`src/rtl/output_uart_tx_pkg.sv`:
```
// Shared constants for the CPU output-port serial transmitter:
// transmitter FSM states, idle line level and byte-select codes.
package output_uart_tx_pkg;

  typedef enum logic [1:0] {
    ST_IDLE  = 2'd0,
    ST_START = 2'd1,
    ST_DATA  = 2'd2,
    ST_STOP  = 2'd3
  } tx_state_t;

  typedef enum logic {
    BYTE_LOW  = 1'b0,
    BYTE_HIGH = 1'b1
  } byte_sel_t;

  localparam logic TX_IDLE = 1'b1;
  localparam int unsigned BITS_PER_BYTE = 8;

endpackage

```
`src/rtl/output_uart_tx_word_fifo.sv`:
```
// Circular word buffer between CPU output writes and the transmitter.
// Ports: Clk, Reset (async high), Push, Pop, DIn, DOut, Empty, Full, Count.
module word_fifo
  import output_uart_tx_pkg::*;
#(
  parameter int DataWidth     = 16,
  parameter int FifoDepthLog2 = 2
) (
  input  logic                   Clk,
  input  logic                   Reset,
  input  logic                   Push,
  input  logic                   Pop,
  input  logic [DataWidth-1:0]   DIn,
  output logic [DataWidth-1:0]   DOut,
  output logic                   Empty,
  output logic                   Full,
  output logic [FifoDepthLog2:0] Count
);

  localparam int Depth = 1 << FifoDepthLog2;
  localparam logic [FifoDepthLog2:0] DepthCnt =
    {1'b1, {FifoDepthLog2{1'b0}}};

  logic [DataWidth-1:0]     r_mem [Depth];
  logic [FifoDepthLog2-1:0] r_wr_ptr;
  logic [FifoDepthLog2-1:0] r_rd_ptr;
  logic [FifoDepthLog2:0]   r_count;
  logic                     w_do_pop;
  logic                     w_do_push;

  assign Empty = (r_count == '0);
  assign Full  = (r_count == DepthCnt);
  assign Count = r_count;
  assign DOut  = r_mem[r_rd_ptr];

  assign w_do_pop  = Pop & ~Empty;
  // When full, a same-cycle pop frees the slot the write lands in;
  // the read sees the old word because the write commits at the edge.
  assign w_do_push = Push & (~Full | w_do_pop);

  always_ff @(posedge Clk) begin
    if (w_do_push) r_mem[r_wr_ptr] <= DIn;
  end

  always_ff @(posedge Clk or posedge Reset) begin
    if (Reset) begin
      r_wr_ptr <= '0;
      r_rd_ptr <= '0;
      r_count  <= '0;
    end else begin
      if (w_do_push) r_wr_ptr <= r_wr_ptr + 1'b1;
      if (w_do_pop)  r_rd_ptr <= r_rd_ptr + 1'b1;
      unique case ({w_do_push, w_do_pop})
        2'b10:   r_count <= r_count + 1'b1;
        2'b01:   r_count <= r_count - 1'b1;
        default: r_count <= r_count;
      endcase
    end
  end

endmodule

```
`src/rtl/output_uart_tx.sv`:
```
// CPU output port to UART: buffers each write, sends it as two 8N1 bytes.
// Ports: Clk, Reset, Output_Ld, OutReg in; Tx, Busy, Full, Overflow out.
module output_uart_tx
  import output_uart_tx_pkg::*;
#(
  parameter int DataWidth     = 16,
  parameter int FifoDepthLog2 = 2,
  parameter int ClksPerBit    = 16
) (
  input  logic                 Clk,
  input  logic                 Reset,
  input  logic                 Output_Ld,
  input  logic [DataWidth-1:0] OutReg,
  output logic                 Tx,
  output logic                 Busy,
  output logic                 Full,
  output logic                 Overflow
);

  localparam int BaudW = $clog2(ClksPerBit);
  localparam logic [BaudW-1:0] BaudLoad = BaudW'(ClksPerBit - 1);

  tx_state_t              r_state, w_state_nxt;
  byte_sel_t              r_byte_sel, w_byte_sel_nxt;
  logic [BaudW-1:0]       r_baud, w_baud_nxt;
  logic [2:0]             r_bit_idx, w_bit_idx_nxt;
  logic [DataWidth-1:0]   r_hold, w_hold_nxt;
  logic                   r_ld_d;
  logic                   r_overflow;
  logic                   r_busy;
  logic                   w_pop;
  logic                   w_push;
  logic                   w_empty;
  logic                   w_full;
  logic [FifoDepthLog2:0] w_count;
  logic [FifoDepthLog2:0] w_count_nxt;
  logic [DataWidth-1:0]   w_dout;
  logic [7:0]             w_cur_byte;

  // OutReg changes on the edge that samples Output_Ld, so the
  // word is taken one cycle later from the delayed strobe.
  assign w_push = r_ld_d & (~w_full | w_pop);

  word_fifo #(
    .DataWidth     (DataWidth),
    .FifoDepthLog2 (FifoDepthLog2)
  ) u_fifo (
    .Clk   (Clk),
    .Reset (Reset),
    .Push  (w_push),
    .Pop   (w_pop),
    .DIn   (OutReg),
    .DOut  (w_dout),
    .Empty (w_empty),
    .Full  (w_full),
    .Count (w_count)
  );

  always_comb begin
    w_count_nxt = w_count;
    unique case ({w_push, w_pop})
      2'b10:   w_count_nxt = w_count + 1'b1;
      2'b01:   w_count_nxt = w_count - 1'b1;
      default: w_count_nxt = w_count;
    endcase
  end

  assign w_cur_byte = (r_byte_sel == BYTE_HIGH) ? r_hold[15:8]
                                                : r_hold[7:0];

  always_comb begin
    w_state_nxt    = r_state;
    w_byte_sel_nxt = r_byte_sel;
    w_baud_nxt     = r_baud;
    w_bit_idx_nxt  = r_bit_idx;
    w_hold_nxt     = r_hold;
    w_pop          = 1'b0;
    unique case (r_state)
      ST_IDLE: begin
        if (!w_empty) begin
          w_pop          = 1'b1;
          w_hold_nxt     = w_dout;
          w_byte_sel_nxt = BYTE_HIGH;
          w_baud_nxt     = BaudLoad;
          w_state_nxt    = ST_START;
        end
      end
      ST_START: begin
        if (r_baud == '0) begin
          w_baud_nxt    = BaudLoad;
          w_bit_idx_nxt = 3'd0;
          w_state_nxt   = ST_DATA;
        end else begin
          w_baud_nxt = r_baud - 1'b1;
        end
      end
      ST_DATA: begin
        if (r_baud == '0) begin
          w_baud_nxt = BaudLoad;
          if (r_bit_idx == 3'(BITS_PER_BYTE - 1)) begin
            w_state_nxt = ST_STOP;
          end else begin
            w_bit_idx_nxt = r_bit_idx + 1'b1;
          end
        end else begin
          w_baud_nxt = r_baud - 1'b1;
        end
      end
      ST_STOP: begin
        if (r_baud == '0) begin
          if (r_byte_sel == BYTE_HIGH) begin
            w_byte_sel_nxt = BYTE_LOW;
            w_baud_nxt     = BaudLoad;
            w_state_nxt    = ST_START;
          end else begin
            w_state_nxt = ST_IDLE;
          end
        end else begin
          w_baud_nxt = r_baud - 1'b1;
        end
      end
      default: w_state_nxt = ST_IDLE;
    endcase
  end

  // Tx decodes registered state only, so reset forces it high at once.
  always_comb begin
    Tx = TX_IDLE;
    unique case (r_state)
      ST_IDLE:  Tx = TX_IDLE;
      ST_START: Tx = 1'b0;
      ST_DATA:  Tx = w_cur_byte[r_bit_idx];
      ST_STOP:  Tx = 1'b1;
      default:  Tx = TX_IDLE;
    endcase
  end

  always_ff @(posedge Clk or posedge Reset) begin
    if (Reset) begin
      r_state    <= ST_IDLE;
      r_byte_sel <= BYTE_HIGH;
      r_baud     <= '0;
      r_bit_idx  <= '0;
      r_hold     <= '0;
      r_ld_d     <= 1'b0;
      r_overflow <= 1'b0;
      r_busy     <= 1'b0;
    end else begin
      r_state    <= w_state_nxt;
      r_byte_sel <= w_byte_sel_nxt;
      r_baud     <= w_baud_nxt;
      r_bit_idx  <= w_bit_idx_nxt;
      r_hold     <= w_hold_nxt;
      r_ld_d     <= Output_Ld;
      if (r_ld_d && !w_push) r_overflow <= 1'b1;
      r_busy <= (w_state_nxt != ST_IDLE) | (w_count_nxt != '0);
    end
  end

  assign Busy     = r_busy;
  assign Full     = w_full;
  assign Overflow = r_overflow;

endmodule

```
`config.mk`:
```
export PLATFORM = sky130hd
export DESIGN_NAME = output_uart_tx
export DESIGN_NICKNAME = d
export VERILOG_FILES = /design/src/rtl/output_uart_tx_pkg.sv /design/src/rtl/output_uart_tx_word_fifo.sv /design/src/rtl/output_uart_tx.sv
export SDC_FILE = /design/constraint.sdc
export NUM_CORES = 1
export LEC_CHECK = 0
export ABC_AREA = 1
export CORE_ASPECT_RATIO = 0.7
export CORE_UTILIZATION = 52
export DETAILED_ROUTE_END_ITERATION = 8
export PLACE_DENSITY = 0.7
export SYNTH_ARGS = -nofsm -noshare
export SYNTH_HDL_FRONTEND = slang
export SYNTH_SLANG_ARGS = --single-unit
```
`constraint.sdc`:
```
create_clock -name Clk -period 2 [get_ports Clk]
set_input_delay 0.3 -clock Clk [delete_from_list [all_inputs] [get_ports Clk]]
set_output_delay 0.3 -clock Clk [all_outputs]
set_load 0.005 [all_outputs]
```
### Yosys cells after proc, flatten, opt, wreduce, memory -nomap -nowiden

Memory sizes are Yosys's and may differ from the RTL's. A register that Yosys moved wholly into a read port is not among the register bits.
Index checks and enable logic that the tools add are counted.

| word-level totals | value |
|---|---|
| flip-flop bits (word level) | 20 |
| memory bits (writable) | 64 |
| output and inout bits | 4 |
| word-level logic and storage cells | 86 |
| memories | 1 |

| cells by class | value |
|---|---|
| muxes and demuxes | 29 |
| reductions and logical operators | 16 |
| equality and inequality tests | 15 |
| bitwise logic cells | 8 |
| $add $sub $neg | 6 |
| magnitude comparators | 1 |

Memories:

| memory | words | bits a word | read ports | clocked after Yosys merged registers in | write ports | RTL line | RTL |
|---|---|---|---|---|---|---|---|
| u_fifo.r_mem | 4 | 16 | 1 | 1 | 1 | output_uart_tx_word_fifo.sv:24 | `logic [DataWidth-1:0] r_mem [Depth];` |

Operators by type and width:

| kind | count |
|---|---|
| 3-bit case mux with 2 select lines | 3 |
| 4-bit 2-to-1 mux | 4 |
| 4-bit case mux with 3 select lines | 1 |
| 2-bit 2-to-1 mux | 5 |
| 2-bit inequality test, second input constant | 5 |
| 3-bit 2-to-1 mux | 3 |
| 2-bit equality test, second input constant | 4 |
| 1-bit 2-to-1 mux | 8 |
| 8-bit 2-to-1 mux | 1 |
| 2-bit case mux with 4 select lines | 1 |
| 2-bit nonzero test | 4 |
| 3-bit by 1-bit adder with 3-bit output, second input constant | 2 |
| 2-bit by 1-bit equality test with 1-bit output, second input constant | 3 |
| 3-bit equality test, second input constant | 2 |
| 2-bit by 1-bit adder with 2-bit output, second input constant | 2 |
| 4-bit logical NOT | 1 |
| 3-bit by 4-bit < comparator with 1-bit output, second input constant | 1 |
| 2-bit AND reduction | 2 |
| 4-bit AND reduction | 1 |
| 2-bit OR reduction | 2 |
| 4-bit by 1-bit subtractor with 4-bit output, second input constant | 1 |
| 1-bit AND | 3 |
| 1-bit binary-select mux with 3-bit select | 1 |
| 3-bit logical NOT | 1 |
| other kinds (11) | 14 |

### Longest topological paths before layout

Gate-level depths: netlist of the first run.

| logic depth | value |
|---|---|
| depth in word-level cells | 9 |
| mapped depth | 10 |
| gate-level depth less buffers | 10 |

### Modules after synthesis

Synthesis of the first run repeated with hierarchy kept, for this count alone.

| second synthesis, totals | value |
|---|---|
| cell total of the unflattened synthesis | 413 |
| area total of the unflattened synthesis | 4475.5 um2 |

By module, submodules not included:

| module | seq. area each (um2) | area each (um2) | cells each | times used |
|---|---|---|---|---|
| word_fifo | 2097.0 | 2795.2 | 208 | 1 |
| output_uart_tx | 726.9 | 1680.4 | 205 | 1 |

### Worst setup path after synthesis of the first run

No wires, ideal clock.

| timing path | value |
|---|---|
| path kind | reg2reg |
| from | register r_state[1] |
| to | memory u_fifo.r_mem[0][0], enable pin |
| cell stages (with the launch flop) | 5 |
| data required time | 1.611 ns |
| arrival | 1.584 ns |
| slack | 0.028 ns |
| path buffers | 0 |
| period minus slack after synthesis | 1.972 ns |
| cell sequence | dfrtp_1 -> inv_1 -> ha_1 -> o21ai_4 -> nor2_1 |

| between the ends | value |
|---|---|
| longest elaborated chain between the ends | 7 |
| elaborated cells on any way between the ends | 9 |

Ends and longest elaborated chain:

| item | RTL line | RTL |
|---|---|---|
| start: declaration | output_uart_tx.sv:23 | `tx_state_t r_state, w_state_nxt;` |
| start signal: assignment | output_uart_tx.sv:149 | `r_state <= w_state_nxt;` |
| 2-bit logical NOT * | output_uart_tx.sv:78 | `unique case (r_state)` |
| 1-bit 2-to-1 mux * | output_uart_tx.sv:78 |  |
| 1-bit bitwise OR or 1-bit AND (tied branches) | output_uart_tx.sv:42, output_uart_tx_word_fifo.sv:36 |  |
| 1-bit AND or 1-bit bitwise OR (tied branches) | output_uart_tx.sv:42, output_uart_tx_word_fifo.sv:39 |  |
| 1-bit AND * | output_uart_tx_word_fifo.sv:39 | `assign w_do_push = Push & (~Full \| w_do_pop);` |
| 1-bit 2-to-1 mux * | output_uart_tx_word_fifo.sv:42 | `if (w_do_push) r_mem[r_wr_ptr] <= DIn;` |
| 1-bit 2-to-1 mux (implied by the code) * | output_uart_tx_word_fifo.sv:42 |  |
| end: declaration | output_uart_tx_word_fifo.sv:24 |  |

Mark *: on every way between the ends. The rest lies on a longest branch, timed or not.

### Worst setup path in the final report of the first run

| timing path | value |
|---|---|
| from | register r_byte_sel |
| to | output port Tx |

| between the ends | value |
|---|---|
| longest elaborated chain between the ends | 4 |

Ends and longest elaborated chain:

| item | RTL line | RTL |
|---|---|---|
| start: declaration | output_uart_tx.sv:24 | `byte_sel_t r_byte_sel, w_byte_sel_nxt;` |
| start signal: assignment | output_uart_tx.sv:150 | `r_byte_sel <= w_byte_sel_nxt;` |
| 8-bit 2-to-1 mux | output_uart_tx.sv:68 | `assign w_cur_byte = (r_byte_sel == BYTE_HIGH) ? r_hold[15:8]` |
| 1-bit binary-select mux with 3-bit select | output_uart_tx.sv:132 | `ST_DATA: Tx = w_cur_byte[r_bit_idx];` |
| 1-bit 2-to-1 mux (implied by the code) | output_uart_tx.sv:132 |  |
| 1-bit case mux with 3 select lines | output_uart_tx.sv:129 | `unique case (r_state)` |
| end: declaration | output_uart_tx.sv:14 | `output logic Tx,` |

No other way between the ends. The select of a mux whose other input is x is not followed.

==> out/metrics.cfg, run 1 <==
[outcome]
status = complete, but fails checks
violations = design-rule violations

[worst_setup_path]
critPathCapture = Tx
cp.depth = 9
path_cells = inv_4, nand2_2, nand3_1, nand3_1, nand3_1, nand2_1, nand2_1, a21oi_1, buf_2
arrival_ns = 1.66
slowest_stage = dfstp_2
cp.required_ns = 1.70
start_kind = flip-flop
cpLargestDelayFamily = flip-flops
path_class = reg2out
crit_buf_inv = 2
path_max_fanout = 9
max_stage_delay_ns = 0.60
worstRegToRegCells = 5
cpMostUsedCell = nand3_1
r2r_setup_slack_ns = 0.22
r2r-start = r_state[1]$_DFF_PP0_
r2r_end = u_fifo.Count[1]$_DFFE_PP0P_
crit_start = r_byte_sel$_DFFE_PP1P_
end_kind = output port

[synth]
synth_nets = 434
seq_area_frac_synth = 0.644
synth_common_cells = 64 x edfxtp_1, 64 x nor2_1, 45 x inv_1, 43 x nand2_1, 43 x o21ai_0
synth_top_cell_area_share = 0.438
synthArstFlopShare = 0.360
synth_largest_area_cell = edfxtp_1
synthFlopType = edfxtp_1
synth_cell_types = 31
synthCells = 399
synth_area_mm2 = 0.00439
ys_warn_count = 0
syn_avg_cell_area_um2 = 11.0
yosys-top-cells-area = edfxtp_1 44%, dfrtp_1 20%, nor2_1 5.5%
ys_ff_latch = 100
synth_edf_count = 64

[pwr]
powerDensity_mw_per_mm2 = 1450
p_int_mw = 4.73
p_clk_frac = 0.203
peakVddDrop_v = 0.000727
p_comb_frac = 0.387
sw_frac_of_total = 0.362
p_sw_mw = 2.69
leakage_nw = 2.07
power_frac_seq = 0.409

[routing]
via_count = 2892
wl_per_cell_um = 15.4
ant_nets = 0
drc = 1
wirelength_um = 8310
drt_iter0_markers = 132
via_per_inst = 5.37
drt-pass1-iter-count = 6

[clock_network]
tritoncts = yes
cts.path.max_buffers = 2
cts_buffers = 9
clock_sinks = 100
clkTransAtPathRegs_ns = 0.06
htreeDepth = 3
clock_latency_ns = 0.34
hold_buffers = 0
clockRootBuffer = clkbuf_16

[timing]
worst_slew_pin_slew_ns = 0.448
max_freq_ghz = 0.511
fin_ws_ns = 0.0447
slew_violations = 0
rsz0062_at_grt = yes
clock_skew_ns = 0.00595
finalHoldViolCount = 0
tns_ns = 0
whs_ns = 0.352
slew_headroom = 0.701
finalSetupViolations = 0
fin_crit_ns = 1.96
finalCritPeriodShare = 0.978

[finish]
final_core_util = 0.640
syn2layout_area_growth_pct = 16.8
final_nets = 468
final_cells = 539
drive_gt1_frac = 0.100
nFillCells = 621
diodes = 0

[die]
initial_core_util = 0.548
die_w_um = 112
die_y_um = 78.8
core_mm2 = 0.00801
io_pins = 23
fp-row-count = 27
die_area_mm2 = 0.00881

[placed_design]
pre_cts_ws_ns = 0.0432
dp_hpwl_um = 5420
portBuffers = 22
routabilityCongestion = 0.852
placed_cells = 518

[grt]
grt_usage = 0.214
antenna_found_initial = 0
grt_overflow = 0
gr-usage-met3 = 0.0519
grt_util_met2 = 0.338
grt_pass1_vias = 2885
grt_max_degree = 37
grtUsageMet1 = 0.284
grt_pass1_wl_um = 14200
grt.busiest_layer = met2

[worst_hold_path]
hold_class = in2async

[run]
drv_cap = 0

cell type report:
type | instances | area, um2 | area share
flip-flops and latches | 100 | 2820 | 0.551
multi-input cells | 237 | 1330 | 0.260
repair buffers | 38 | 408 | 0.0796
clock buffers | 12 | 236 | 0.0462
inverters | 47 | 180 | 0.0352
well taps | 101 | 126 | 0.0247
clock inverters | 4 | 16.3 | 0.00318
registers in the layout, indices dropped and copies added (netlist names):
register         count
r_baud               4
r_ld_d               1
r_bit_idx            3
u_fifo.r_mem        64
u_fifo.r_rd_ptr      2
r_byte_sel           1
r_hold              16
u_fifo.r_wr_ptr      2
Busy                 1
Overflow             1
u_fifo.Count         3
r_state              2
worst reg2reg max path, cell delays in order, from the launching register on:
cell	delay, ns
dfrtp_1	0.42
inv_1	0.12
ha_1	0.26
o21ai_4	0.32
ha_1	0.34
o21ai_0	0.22
metrics by stage:
stage | power, mW | cell area, um2
2_1_floorplan | 5.01 | 4390
3_3_place_gp | 5.79 | 4810
3_5_place_dp | 5.90 | 4810
4_1_cts | 7.47 | 5100
5_1_grt | 8.02 | 5120
6_report | 7.42 | 5120
cells in the final DEF (no fill, tap or decap), types with 2 or more instances in the layout:
cell type | synthesis | routed
clkdlybuf4s50_1 | 0 | 20
nand3_1 | 22 | 22
buf_4 | 1 | 9
a21oi_1 | 7 | 7
inv_2 | 1 | 2
dfrtp_1 | 35 | 35
buf_6 | 0 | 2
inv_1 | 45 | 43
edfxtp_1 | 64 | 64
o32ai_1 | 16 | 16
xor2_1 | 6 | 6
xnor2_1 | 2 | 2
clkinv_2 | 1 | 2
buf_12 | 0 | 5
nor2_1 | 64 | 64
nand2_2 | 3 | 5
clkbuf_16 | 0 | 9
o21ai_1 | 2 | 2
nor2_2 | 2 | 2
nor3_1 | 3 | 3
nand2_1 | 43 | 41
ha_1 | 16 | 15
clkbuf_1 | 5 | 3
o21ai_0 | 43 | 43
clkinv_1 | 0 | 3
timing repair:
| action | in CTS | in global routing |
|---|---|---|
| cloned | 1 | 0 |
| gates resized for setup | 9 | 5 |
| pin swaps | 1 | 0 |
| setup endpoints to repair | 2 | 2 |
| endpoints found under the hold margin | 0 | 0 |
| buffers inserted | 3 | 1 |
logic make-up (layout without fill, tap and decap cells):
group           count (synthesis)  count (layout)  share of synthesized area
xor+xnor                        8               8                     0.0160
fa+ha+maj                      16              16                     0.0456
simple gates                  138             138                      0.129
buf+inv                        62             101                     0.0568
flops                         100             100                      0.644
compound gates                 75              75                      0.109
per-layer routing:
layer,vias to the layer above,wire length (um),share of wire
li1,1431,-,-
met1,1393,4000,0.48
met2,53,3860,0.46
met3,15,316,0.038
met4,0,132,0.016
met5,-,0,0
power groups by stage:
| stage | Sequential (mW) | Combinational (mW) | Clock (mW) |
|---|---|---|---|
| 2_1_floorplan | 3.02 | 1.99 | 0 |
| 3_3_place_gp | 3.06 | 2.73 | 0 |
| 3_5_place_dp | 3.09 | 2.82 | 0 |
| 4_1_cts | 3.04 | 2.87 | 1.56 |
| 5_1_grt | 3.10 | 3.28 | 1.64 |
| 6_report | 3.04 | 2.87 | 1.51 |
worst min-delay path by stage:
stage | to | cells past startpoint
global placement | Overflow$_DFFE_PP0P_ | 1
finish | u_fifo.r_wr_ptr[0]$_DFFE_PP0P_ | 3
CTS | u_fifo.r_wr_ptr[1]$_DFFE_PP0P_ | 3
floorplan | r_ld_d$_DFF_PP0_ | 0
detailed placement | Overflow$_DFFE_PP0P_ | 1
global route | r_ld_d$_DFF_PP0_ | 1
No activity file was read; power rests on OpenSTA's default activity.
==> run 2: changes to the inputs <==
--- a/config.mk
+++ b/config.mk
@@ -11,5 +11,6 @@
 export DETAILED_ROUTE_END_ITERATION = 8
-export PLACE_DENSITY = 0.7
+export PLACE_DENSITY = 0.68
 export SYNTH_ARGS = -nofsm -noshare
 export SYNTH_HDL_FRONTEND = slang
+export SYNTH_HIERARCHICAL = 1
 export SYNTH_SLANG_ARGS = --single-unit
==> constraint.sdc (replaced) <==
create_clock -name Clk -period 2.5 [get_ports Clk]
set_input_delay 0.375 -clock Clk [delete_from_list [all_inputs] [get_ports Clk]]
set_output_delay 0.375 -clock Clk [all_outputs]
set_load 0.02 [all_outputs]
==> out/metrics.cfg, run 2 <==
[synth]
synth_cell_types = 36  ; was 31
ys_ff_latch = 100  ; unchanged
yosys-top-cells-area = edfxtp_1 43%, dfrtp_1 20%, nand2_1 5.4%  ; was edfxtp_1 44%, dfrtp_1 20%, nor2_1 5.5%
synthFlopType = edfxtp_1  ; unchanged
synth_top_cell_area_share = 0.429  ; was 0.438
seq_area_frac_synth = 0.631  ; was 0.644
synth_area_mm2 = 0.00448  ; was 0.00439 mm2
synth_common_cells = 64 x edfxtp_1, 64 x nand2_1, 45 x nor2_1, 43 x inv_1, 37 x o21ai_0  ; was 64 x edfxtp_1, 64 x nor2_1, 45 x inv_1, 43 x nand2_1, 43 x o21ai_0
synth_largest_area_cell = edfxtp_1  ; unchanged
synthCells = 413  ; was 399
syn_avg_cell_area_um2 = 10.8  ; was 11.0 um2
synth_nets = 447  ; was 434
synth_edf_count = 64  ; unchanged
ys_warn_count = 6  ; was 0
synthArstFlopShare = 0.360  ; unchanged

[run]
drv_cap = 0  ; unchanged

[routing]
via_count = 2907  ; was 2892
via_per_inst = 5.26  ; was 5.37
ant_nets = 0  ; unchanged
wl_per_cell_um = 15.0  ; was 15.4 um
drt_iter0_markers = 192  ; was 132
wirelength_um = 8320  ; was 8310 um
drt-pass1-iter-count = 4  ; was 6
drc = 0  ; was 1

[timing]
slew_headroom = 0.650  ; was 0.701
finalSetupViolations = 0  ; unchanged
rsz0062_at_grt = no  ; was yes
finalHoldViolCount = 0  ; unchanged
worst_slew_pin_slew_ns = 0.524  ; was 0.448 ns
slew_violations = 0  ; unchanged
finalCritPeriodShare = 0.911
fin_ws_ns = 0.223  ; was 0.0447 ns
tns_ns = 0  ; unchanged
clock_skew_ns = 0.00726  ; was 0.00595 ns
fin_crit_ns = 2.28
max_freq_ghz = 0.439

[grt]
grt_pass1_vias = 2918  ; was 2885
grt_overflow = 0  ; unchanged
grt_pass1_wl_um = 14300  ; was 14200 um
grt_max_degree = 35  ; was 37
antenna_found_initial = 0  ; unchanged
grt_usage = 0.213  ; was 0.214

[clock_network]
clkTransAtPathRegs_ns = 0.07  ; was 0.06 ns
clock_sinks = 100  ; unchanged
tritoncts = yes  ; unchanged
cts.path.max_buffers = 2  ; unchanged
clock_latency_ns = 0.34  ; about the same
htreeDepth = 3  ; unchanged
clockRootBuffer = clkbuf_16  ; unchanged
cts_buffers = 9  ; unchanged

[die]
fp-row-count = 27  ; unchanged
die_y_um = 79.6  ; was 78.8 um
initial_core_util = 0.552  ; was 0.548
die_area_mm2 = 0.00899  ; was 0.00881 mm2
core_mm2 = 0.00811  ; was 0.00801 mm2
io_pins = 23  ; unchanged
die_w_um = 113  ; was 112 um

[worst_setup_path]
crit_start = r_byte_sel$_DFFE_PP1P_  ; unchanged
end_kind = output port  ; unchanged
critPathCapture = Tx  ; unchanged
cp.required_ns = 2.12  ; was 1.70 ns
r2r-start = r_state[0]$_DFF_PP0_  ; was r_state[1]$_DFF_PP0_
path_max_fanout = 7  ; was 9
r2r_setup_slack_ns = 0.25  ; was 0.22 ns
worstRegToRegCells = 16  ; was 5
start_kind = flip-flop  ; unchanged
arrival_ns = 1.90  ; was 1.66 ns
r2r_end = Busy$_DFF_PP0_  ; was u_fifo.Count[1]$_DFFE_PP0P_
path_class = reg2out  ; unchanged

[finish]
nFillCells = 631  ; was 621
final_cell_mix = 64 x edfxtp_1, 63 x nand2_1, 45 x nor2_1  ; was 64 x nor2_1, 64 x edfxtp_1, 43 x inv_1, 43 x o21ai_0, 41 x nand2_1
largest_reg_flops = 64  ; unchanged
diodes = 0  ; unchanged
top_register = u_fifo/r_mem  ; was u_fifo.r_mem
syn2layout_area_growth_pct = 16.5  ; was 16.8%
top_regs = u_fifo/r_mem (64), r_hold (16), r_baud (4)  ; was u_fifo.r_mem (64), r_hold (16), r_baud (4)
layout_commonest_cell = edfxtp_1
drive_gt1_frac = 0.133  ; was 0.100
final_nets = 481  ; was 468

[pwr]
powerDensity_mw_per_mm2 = 1230  ; was 1450 mW/mm2
p_sw_mw = 2.31  ; was 2.69 mW
power_frac_seq = 0.379  ; was 0.409
peakVddDrop_v = 0.00101  ; was 0.000727 V
p_comb_frac = 0.376  ; was 0.387
p_clk_frac = 0.246  ; was 0.203
sw_frac_of_total = 0.361  ; was 0.362
p_total_mw = 6.41  ; was 7.42 mW
p_int_mw = 4.10  ; was 4.73 mW
leakage_nw = 2.14  ; was 2.07 nW

[placed_design]
portBuffers = 22  ; unchanged
pre_cts_ws_ns = 0.0837  ; was 0.0432 ns
dp_hpwl_um = 5550  ; was 5420 um
routabilityCongestion = 0.854  ; was 0.852

[outcome]
status = finished, final reports clean  ; was complete, but fails checks

[worst_hold_path]
hold_class = in2async  ; unchanged

==> run 2: critical path, stage by stage (launching register included) <==
cell	delay, ns
dfstp_2	0.58
inv_2	0.09
nand2_1	0.07
nand3_1	0.06
nand3_1	0.09
nand3_1	0.07
nand2_1	0.08
nand2_1	0.07
a21oi_2	0.11
dlygate4sd2_1	0.34
==> run 2: how the worst min path moves through the flow <==
stage	start	to	slack (ns)	cells past startpoint
finish	Reset	u_fifo/Count[0]$_DFFE_PP0P_	0.34	2
global route	Reset	u_fifo/Count[0]$_DFFE_PP0P_	0.37	2
CTS	Reset	u_fifo/r_rd_ptr[1]$_DFFE_PP0N_	0.34	2
detailed placement	Overflow$_DFFE_PP0P_	Overflow$_DFFE_PP0P_	0.46	1
global placement	Overflow$_DFFE_PP0P_	Overflow$_DFFE_PP0P_	0.46	1
floorplan	Reset	u_fifo/Count[0]$_DFFE_PP0P_	0.18	1
==> run 2: through the flow <==
stage	instance area (um2)	utilization	hold slack, ns	std cells
finish	5220	0.643	0.339	553
global route	5220	0.643	0.368	553
CTS	5190	0.641	0.337	553
detailed placement	4840	0.596	0.459	535
global placement	4840	0.596	0.457	535
floorplan	4480	-	0.178	413
==> run 2: cell type report <==
class	instances	area (um2)	area share
clock buffer	9	225	0.0432
clock inverter	7	120	0.0230
inverter	51	191	0.0367
multi-input combinational	249	1390	0.266
sequential	100	2830	0.542
tap	101	126	0.0242
timing repair buffer	36	340	0.0653
==> run 2: power by group through the flow <==
| stage | Clock, mW | Sequential, mW | Combinational, mW |
|---|---|---|---|
| floorplan | 0 | 2.46 | 1.72 |
| global placement | 0 | 2.46 | 2.29 |
| detailed placement | 0 | 2.47 | 2.35 |
| CTS | 1.61 | 2.42 | 2.40 |
| global route | 1.67 | 2.46 | 2.76 |
| finish | 1.57 | 2.43 | 2.41 |
==> run 2: cells by family (layout without fill, tap and decap cells) <==
kind of cell / Yosys count / in the layout / synth area share
compound gates: 91 / 91 / 0.122
xor+xnor: 4 / 4 / 0.00783
fa+ha+maj: 15 / 15 / 0.0453
buf+inv: 64 / 103 / 0.0626
flops: 100 / 100 / 0.631
simple gates: 139 / 139 / 0.131
==> run 2: per-layer routing <==
metal | part of all wire | track usage
met2 | 0.46 | 0.347
met3 | 0.055 | 0.0456
met4 | 0.012 | 0.0842
met1 | 0.47 | 0.284
met5 | 0 | 0
==> run 2: timing repair <==
action / CTS / global route
buffers inserted: 2 / 0
hold endpoints to repair: 0 / 0
endpoints found under the setup margin: 1 / 2
hold buffers: 0 / 0
gates resized for setup: 1 / 9
